## src/rtl/fetch_pkg.sv

```systemverilog
// Shared types and defaults for the instruction-fetch controller.
// Exports: state_t encoding, reset PC / NOP / HALT defaults, opcode helper.
package fetch_pkg;

  typedef enum logic [2:0] {
    IDLE   = 3'd0,
    REQ    = 3'd1,
    HOLD   = 3'd2,
    SQUASH = 3'd3,
    HALTED = 3'd4
  } state_t;

  localparam logic [15:0] DEF_RESET_PC  = 16'h0000;
  localparam logic [15:0] DEF_NOP_INSTR = 16'h0800;
  localparam logic [4:0]  DEF_HALT_OP   = 5'b00000;

  function automatic logic is_op(
    input logic [15:0] instr,
    input logic [4:0]  op
  );
    return instr[15:11] == op;
  endfunction

endpackage

```

## src/rtl/fetch_buf.sv

```systemverilog
// One-entry holding register for an instruction returned while decode stalls.
// Ports: clk, rst, i_load/i_clear, i_instr/i_pcPlus2 in, o_instr/o_pcPlus2/o_valid out.
module fetch_buf (
  input  logic        clk,
  input  logic        rst,
  input  logic        i_load,
  input  logic        i_clear,
  input  logic [15:0] i_instr,
  input  logic [15:0] i_pcPlus2,
  output logic [15:0] o_instr,
  output logic [15:0] o_pcPlus2,
  output logic        o_valid
);

  logic [15:0] r_instr;
  logic [15:0] r_pcPlus2;
  logic        r_valid;

  always_ff @(posedge clk or posedge rst) begin
    if (rst) begin
      r_instr   <= '0;
      r_pcPlus2 <= '0;
      r_valid   <= 1'b0;
    end else if (i_clear) begin
      r_valid   <= 1'b0;
    end else if (i_load) begin
      r_instr   <= i_instr;
      r_pcPlus2 <= i_pcPlus2;
      r_valid   <= 1'b1;
    end
  end

  assign o_instr   = r_instr;
  assign o_pcPlus2 = r_pcPlus2;
  assign o_valid   = r_valid;

endmodule

```

## src/rtl/fetch_ctrl.sv

```systemverilog
// Instruction-fetch controller: owns the PC, drives mem_system, feeds IF/ID.
// Ports: clk/rst, mem* request/response, stallIF, redirect(+PC), instr/pc/valid out, halted, err.
module fetch_ctrl
  import fetch_pkg::*;
#(
  parameter logic [15:0] RESET_PC  = DEF_RESET_PC,
  parameter logic [15:0] NOP_INSTR = DEF_NOP_INSTR,
  parameter logic [4:0]  HALT_OP   = DEF_HALT_OP
) (
  input  logic        clk,
  input  logic        rst,
  output logic [15:0] memAddr,
  output logic        memRd,
  output logic        memWr,
  input  logic [15:0] memDataOut,
  input  logic        memDone,
  input  logic        memStall,
  input  logic        memErr,
  input  logic        stallIF,
  input  logic        redirect,
  input  logic [15:0] redirectPC,
  output logic        isBranchOut,
  output logic [15:0] instrOut,
  output logic [15:0] pcPlus2Out,
  output logic        instrValid,
  output logic        halted,
  output logic        err
);

  state_t      r_state;
  state_t      w_next;
  logic [15:0] r_pc;
  logic [15:0] w_pcNext;
  logic [15:0] r_addr;
  logic        r_err;

  logic [15:0] w_pcPlus2;
  logic [15:0] w_redirPC;
  logic        w_bufLoad;
  logic        w_bufClear;
  logic [15:0] w_bufInstr;
  logic [15:0] w_bufPc2;
  logic        w_bufValid;

  assign w_pcPlus2 = r_pc + 16'd2;
  assign w_redirPC = redirectPC & 16'hFFFE;

  fetch_buf u_buf (
    .clk       (clk),
    .rst       (rst),
    .i_load    (w_bufLoad),
    .i_clear   (w_bufClear),
    .i_instr   (memDataOut),
    .i_pcPlus2 (w_pcPlus2),
    .o_instr   (w_bufInstr),
    .o_pcPlus2 (w_bufPc2),
    .o_valid   (w_bufValid)
  );

  always_ff @(posedge clk or posedge rst) begin
    if (rst) begin
      r_state <= IDLE;
      r_pc    <= RESET_PC;
      r_addr  <= RESET_PC;
      r_err   <= 1'b0;
    end else begin
      r_state <= w_next;
      r_pc    <= w_pcNext;
      r_err   <= r_err | memErr;
      // Snapshot of the address in flight; SQUASH keeps presenting it
      // while r_pc already points at the redirect target.
      if (r_state == REQ)
        r_addr <= r_pc;
    end
  end

  always_comb begin
    w_next      = r_state;
    w_pcNext    = r_pc;
    w_bufLoad   = 1'b0;
    w_bufClear  = 1'b0;
    memRd       = 1'b0;
    isBranchOut = 1'b0;
    instrOut    = NOP_INSTR;
    pcPlus2Out  = '0;
    instrValid  = 1'b0;
    halted      = 1'b0;

    if (redirect) begin
      isBranchOut = 1'b1;
      w_pcNext    = w_redirPC;
      w_bufClear  = 1'b1;
    end

    unique case (r_state)
      IDLE: begin
        w_next = REQ;
      end
      REQ: begin
        memRd = 1'b1;
        if (redirect) begin
          w_next = memDone ? REQ : SQUASH;
        end else if (memDone) begin
          instrOut   = memDataOut;
          instrValid = 1'b1;
          pcPlus2Out = w_pcPlus2;
          if (stallIF) begin
            w_bufLoad = 1'b1;
            w_next    = HOLD;
          end else begin
            w_pcNext = w_pcPlus2;
            w_next   = is_op(memDataOut, HALT_OP) ? HALTED : REQ;
          end
        end
      end
      HOLD: begin
        if (redirect) begin
          w_next = REQ;
        end else begin
          instrOut   = w_bufValid ? w_bufInstr : NOP_INSTR;
          pcPlus2Out = w_bufPc2;
          instrValid = w_bufValid;
          if (!stallIF) begin
            w_pcNext   = w_bufPc2;
            w_bufClear = 1'b1;
            w_next     = is_op(w_bufInstr, HALT_OP) ? HALTED : REQ;
          end
        end
      end
      SQUASH: begin
        memRd = 1'b1;
        if (memDone)
          w_next = REQ;
      end
      HALTED: begin
        halted = 1'b1;
        if (redirect)
          w_next = REQ;
      end
      default: begin
        w_next = IDLE;
      end
    endcase
  end

  assign memAddr = (r_state == SQUASH) ? r_addr : r_pc;
  assign memWr   = 1'b0;
  assign err     = r_err;

  // mem_system needs Addr held for as long as it is stalling on a request.
  a_addr_stable: assert property (
    @(posedge clk) disable iff (rst)
    (memStall && !memDone) |=> $stable(memAddr)
  );

endmodule
```

## config.mk

```make
export PLATFORM = sky130hd
export DESIGN_NAME = fetch_ctrl
export DESIGN_NICKNAME = d
export VERILOG_FILES = /design/src/rtl/fetch_pkg.sv /design/src/rtl/fetch_buf.sv /design/src/rtl/fetch_ctrl.sv
export SDC_FILE = /design/constraint.sdc
export NUM_CORES = 1
export LEC_CHECK = 0
export CAP_MARGIN = 20
export CORE_AREA = 2 2 96 98
export CTS_BUF_LIST = sky130_fd_sc_hd__clkbuf_4
export DETAILED_ROUTE_END_ITERATION = 7
export DIE_AREA = 0 0 98 100
export PLACE_DENSITY = 0.72
export SETUP_SLACK_MARGIN = 0.2
export SLEW_MARGIN = 20
export SYNTH_ARGS = -nofsm -noshare
export SYNTH_HDL_FRONTEND = slang
export SYNTH_SLANG_ARGS = --single-unit
```

## constraint.sdc

```tcl
create_clock -name clk -period 4 [get_ports clk]
set_input_delay 0.8 -clock clk [delete_from_list [all_inputs] [get_ports clk]]
set_output_delay 0.8 -clock clk [all_outputs]
set_load 0.02 [all_outputs]
```

==> flow_metrics.env, run 1 <==
export IMPL_status="finished, final reports clean"
export IMPL_netlist_top_cell_by_area="dfrtp_1"
export IMPL_synth_cell_types=43
export IMPL_drtIter0Drc=245
export IMPL_firstDrtPassIters=4
export IMPL_synth_top_cell_area_share=0.451
export IMPL_p_comb_frac=0.415
export IMPL_syn_to_final_growth_pct=29.9
export IMPL_routed_wl_mm=9.72
export IMPL_die_x_um=98
export IMPL_rr_startpoint="r_state[0]"
export IMPL_intPower_mw=1.97
export IMPL_grt_start_max_net_pins=37
export IMPL_skew_ns=0.0166
export IMPL_power_switching_share=0.363
export IMPL_grt_pass1_vias=3175
export IMPL_drive_gt1_frac=0.201
export IMPL_hp_start="err"
export IMPL_htree_levels=3
export IMPL_cts_root_buf="clkbuf_4"
export IMPL_grt_overflow=0
export IMPL_power_leakage_nw=2.01
export IMPL_drt_wirelength_per_cell_um=17.4
export IMPL_via_per_inst=5.57
export IMPL_period_needed_ns=3.62
export IMPL_worst_pin_slew_ns=0.970
export IMPL_synth_area_leaders="dfrtp_1, mux2_2, nand2_1, o21ai_0, a22o_1"
export IMPL_slew_violations=0
export IMPL_critPathLaunchType="flip-flop"
export IMPL_finalHoldViolCount=0
export IMPL_cts_tree="yes"
export IMPL_maxSlewHeadroom=0.353
export IMPL_num_rows=35
export IMPL_dp_hpwl_mm=6.65
export IMPL_postSynthCellCount=358
export IMPL_p_clk_frac=0.186
export IMPL_cts_sinks=69
export IMPL_grt_usage=0.206
export IMPL_power_share_sequential=0.399
export IMPL_ys_seq_area_frac=0.451
export IMPL_p_switching_mw=1.12
export IMPL_cap_violations=0
export IMPL_gp_congestion=0.824
export IMPL_cts_made_buffers=9
export IMPL_clock_latency_ns=0.41
export IMPL_p_total_mw=3.09
export IMPL_die_area_um2=9800
export IMPL_final_cell_mix="clkdlybuf4s50_1, dfrtp_1, mux2_2"
export IMPL_required_ns=3.20
export IMPL_grt_pass1_wl_mm=16.1
export IMPL_cts_buffer_depth=2
export IMPL_arrival_ns=2.82
export IMPL_synth_seq_cells=69
export IMPL_irDropWorstVdd_mv=0.278
export IMPL_period_share=0.904
export IMPL_min_to="err"
export IMPL_synth_edff_count=0
export IMPL_cp_end_kind="output pin"
export IMPL_ios=93
export IMPL_path_clk_slew_ns=0.11
export IMPL_antenna_found_initial=0
export IMPL_fin_ws_ns=0.384
export IMPL_nFillCells=756
export IMPL_fmax_mhz=277
export IMPL_async_reset_ff_frac=1.00
export IMPL_hold_depth=1
export IMPL_portBuffers=89
export IMPL_initial_utilization=0.431
export IMPL_core_um2=8890
export IMPL_r2r_end="r_pc[4]"
export IMPL_syn_area_um2=3830
export IMPL_ant_nets=0
export IMPL_syn_area_per_cell_um2=10.7
export IMPL_via_count=3109
export IMPL_place_ws_ns=0.291
export IMPL_rrSetupSlack_ns=1.91
export IMPL_critPathKind="flip-flop to output pin"
export IMPL_diodes=0
export IMPL_p_per_area_nw_per_um2=621
export IMPL_die_h_um=100
export IMPL_ys_warn_count=0
export IMPL_worstRegToRegCells=4
export IMPL_synth_flop_cell="dfrtp_1"
export IMPL_setup_viol=0
export IMPL_final_common_cell="clkdlybuf4s50_1"
export IMPL_synthesis_nets=398
export IMPL_drcViolationCount=0
export IMPL_nets=482
export IMPL_hold_path_class="flip-flop to flip-flop"
export IMPL_finalSetupTns_ns=0
export IMPL_final_cells=558
export IMPL_placed_cells=540
export IMPL_grt_setup_unrepaired="no"
export IMPL_cp_max_fo=6
export IMPL_hold_buffers=0
worst max-delay path, stage by stage (launching register included):
cell and delay, ns:
dfrtp_1 0.46, ha_1 0.24, nand4_1 0.28, nor4_2 0.41, xnor2_1 0.14, o21ai_0 0.23, clkdlybuf4s50_1 0.65
cells by family (layout without fill, tap and decap cells):
family	count (synthesis)	count (layout)	share of synthesized area
other	1	1	0.000979
DFF	69	69	0.451
and+or+nand+nor	92	92	0.122
adders and majority gates	1	1	0.00327
muxes	65	65	0.186
AOI/OAI and AO/OA	81	81	0.152
xor gates and xnor gates	13	13	0.0297
buffers and inverters	36	125	0.0549
worst max path at each step:
stage,from,endpoint,slack [ns],cells past startpoint
after floorplan,memDone,instrOut[11],1.28,5
after global placement,memDone,pcPlus2Out[5],0.26,5
after detailed placement,memDone,pcPlus2Out[5],0.29,5
after CTS,memDone,pcPlus2Out[5],0.27,5
after global routing,r_pc[2],pcPlus2Out[15],0.20,6
final,r_pc[2],pcPlus2Out[15],0.38,6
area by class of cell:
cell class	instances	area [µm²]	share of cell area
Clock buffer	9	67.6	0.0136
Clock inverter	7	114	0.0229
Inverter	8	30.0	0.00604
Multi-Input combinational cell	253	1900	0.382
Sequential cell	69	1730	0.347
Tap cell	111	139	0.0279
Timing Repair Buffer	101	993	0.200
layer usage:
layer | routed length [µm] | global-route usage | vias to the layer above
met1 | 4240 | 0.280 | 1556
met3 | 388 | 0.0265 | 12
met5 | 0 | 0 | -
li1 | - | - | 1458
met4 | 144 | 0.0919 | 0
met2 | 4950 | 0.334 | 83
cell usage after synthesis, types with 3 or more instances:
cell type and n:
buf_4 8, inv_1 8, buf_6 4, a2bb2oi_1 5
dfrtp_1 69, nor4_1 4, mux2_2 50, buf_2 12
o221ai_1 9, nand3_1 4, clkbuf_1 4, nor3_1 5
nand4_1 4, a22o_1 18, mux2i_1 15, o21ai_0 36
nor2_1 9, xor2_1 3, xnor2_1 10, nand2_1 49
state kept, by name, indices dropped and copies added (netlist names):
register / count
u_buf.o_valid: 1
err: 1
u_buf.o_instr: 16
r_state: 3
r_addr: 16
u_buf.o_pcPlus2: 16
r_pc: 16
power by group through the flow:
stage	clock network [mW]	logic (mW)	registers [mW]
2_1_floorplan	0	0.916	1.14
6_report	0.574	1.28	1.23
3_5_place_dp	0	1.28	1.24
5_1_grt	0.620	1.39	1.28
3_3_place_gp	0	1.26	1.22
4_1_cts	0.586	1.29	1.23
stage by stage:
| step | hold WS (ns) | area [µm²] | utilization |
|---|---|---|---|
| finish | 0.492 | 4970 | 0.559 |
| floorplan | 0.451 | 3830 | - |
| global placement | 0.457 | 4750 | 0.535 |
| CTS | 0.491 | 4940 | 0.555 |
| detailed placement | 0.460 | 4750 | 0.535 |
| global route | 0.517 | 4970 | 0.559 |
repair_timing:
action                                 CTS  global route
setup endpoints to repair                0            13
endpoints found under the hold margin    0             0
resized for setup                        0             3
setup buffers                            0             2
No activity file was read; power rests on OpenSTA's default activity.
==> run 2, diff against run 1 <==
--- a/config.mk
+++ b/config.mk
@@ -10,6 +10,7 @@
 export CTS_BUF_LIST = sky130_fd_sc_hd__clkbuf_4
 export DETAILED_ROUTE_END_ITERATION = 7
 export DIE_AREA = 0 0 98 100
+export GPL_TIMING_DRIVEN = 0
 export PLACE_DENSITY = 0.72
 export SETUP_SLACK_MARGIN = 0.2
 export SLEW_MARGIN = 20
==> constraint.sdc (replaced) <==
create_clock -name clk -period 4.62 [get_ports clk]
set_input_delay 0.924 -clock clk [delete_from_list [all_inputs] [get_ports clk]]
set_output_delay 0.924 -clock clk [all_outputs]
set_load 0.02 [all_outputs]
==> run 2 against run 1 <==
Net effect: clock power is 2% lower; total power shrank 10%; non-clock buffer count increased by 15; core utilization grew 1.1 points; final area up 2.0%; critical path depth did not move; wire length rose by 5.4%; final cell count rose by 2.7%; register-to-register slack better by 0.71 ns; sequential power down 16%; highest routed layer unchanged.
==> flow_metrics.env, run 2 (synthesized netlist as in run 1, its figures left out) <==
export IMPL_cts_tree="yes"
export IMPL_utilization=0.571
export IMPL_core_um2=8890
export IMPL_via_count=3235
export IMPL_irDropWorstVdd_mv=0.344
export IMPL_gp_congestion=0.832
export IMPL_final_cell_mix="clkdlybuf4s50_1, dfrtp_1, mux2_2"
export IMPL_firstDrtPassIters=5
export IMPL_finalSetupTns_ns=0
export IMPL_clock_latency_ns=0.42
export IMPL_cts_made_buffers=9
export IMPL_drt_wirelength_per_cell_um=17.9
export IMPL_drcViolationCount=0
export IMPL_finalHoldViolCount=0
export IMPL_grt_pass1_vias=3213
export IMPL_post_cts_buffers=0
export IMPL_nFillCells=791
export IMPL_die_area_um2=9800
export IMPL_period_share=0.917
export IMPL_syn_to_final_growth_pct=32.5
export IMPL_drtIter0Drc=228
export IMPL_ios=93
export IMPL_cap_violations=0
export IMPL_die_h_um=100
export IMPL_fin_ws_ns=0.385
export IMPL_portBuffers=87
export IMPL_worst_pin_slew_ns=0.569
export IMPL_final_common_cell="clkdlybuf4s50_1"
export IMPL_dp_hpwl_mm=7.21
export IMPL_htree_levels=3
export IMPL_arrival_ns=3.31
export IMPL_hold_buffers=0
export IMPL_critPathLaunchType="primary input"
export IMPL_required_ns=3.70
export IMPL_cts_root_buf="clkbuf_4"
export IMPL_hold_path_class="flip-flop to flip-flop"
export IMPL_initial_utilization=0.431
export IMPL_grt_start_max_net_pins=53
export IMPL_nets=497
export IMPL_ant_nets=0
export IMPL_status="finished, final reports clean"
export IMPL_routed_wl_mm=10.2
export IMPL_period_needed_ns=4.24
export IMPL_antenna_found_initial=0
export IMPL_grt_overflow=0
export IMPL_drive_gt1_frac=0.219
export IMPL_skew_ns=0.0152
export IMPL_diodes=0
export IMPL_grt_setup_unrepaired="no"
export IMPL_p_per_area_nw_per_um2=547
export IMPL_cts_sinks=69
export IMPL_fmax_mhz=236
export IMPL_power_leakage_nw=2.09
export IMPL_path_clk_slew_ns=0.13
export IMPL_slew_violations=0
export IMPL_cp_end_kind="output pin"
export IMPL_cts_buffer_depth=2
export IMPL_via_per_inst=5.65
export IMPL_grt_pass1_wl_mm=16.5
export IMPL_num_rows=35
export IMPL_die_x_um=98
export IMPL_setup_viol=0
export IMPL_maxSlewHeadroom=0.621
export IMPL_postCtsResizedCells=0
export IMPL_grt_usage=0.214
export IMPL_cp_max_fo=10
export IMPL_critPathKind="primary input to output pin"
export IMPL_place_ws_ns=0.457
run 2: worst paths after layout:
path / slack [ns] / start / endpoint / depth (start not counted)
max in group asynchronous: 3.30 / rst / r_pc[0] / 3
max: 0.38 / memDone / pcPlus2Out[4] / 6
max reg2reg: 2.62 / r_state[2] / r_addr[4] / 5
min: 0.48 / err / err / 1
min reg2reg: 0.48 / err / err / 1
min in group asynchronous: 0.78 / rst / u_buf.o_instr[3] / 2
run 2: routing by layer:
metal  part of all wire  GRT usage
met5                  0          0
met4              0.016     0.0726
met3              0.040     0.0279
met2               0.49      0.357
met1               0.45      0.290
run 2: layout make-up:
cell class | instances | area [µm²] | share of cell area
sequential | 69 | 1730 | 0.340
timing repair buffer | 88 | 898 | 0.177
clock buffer | 9 | 67.6 | 0.0133
tap | 111 | 139 | 0.0274
inverter | 8 | 32.5 | 0.00641
multi-input combinational | 253 | 1890 | 0.373
buffer | 28 | 180 | 0.0355
clock inverter | 7 | 138 | 0.0271
run 2: power breakdown:
group	switching, mW	internal (mW)
logic	0.582	0.602
registers	0.181	0.849
clock network	0.234	0.327
total	0.997	1.78
run 2: critical path, cell delays in order:
cell             delay [ns]
clkdlybuf4s50_1        0.56
and4bb_2               0.30
nand2_1                0.18
clkbuf_1               0.29
o21ai_0                0.38
clkdlybuf4s50_1        0.68
run 2: metrics by stage:
stage | hold slack [ns] | instances | instance area (µm²) | power, mW
6_report | 0.483 | 573 | 5070 | 2.78
5_1_grt | 0.527 | 573 | 5070 | 2.94
4_1_cts | 0.491 | 573 | 5070 | 2.78
3_5_place_dp | 0.449 | 557 | 4870 | 2.22
3_3_place_gp | 0.455 | 556 | 4840 | 2.18
2_1_floorplan | 0.451 | 358 | 3830 | 1.78
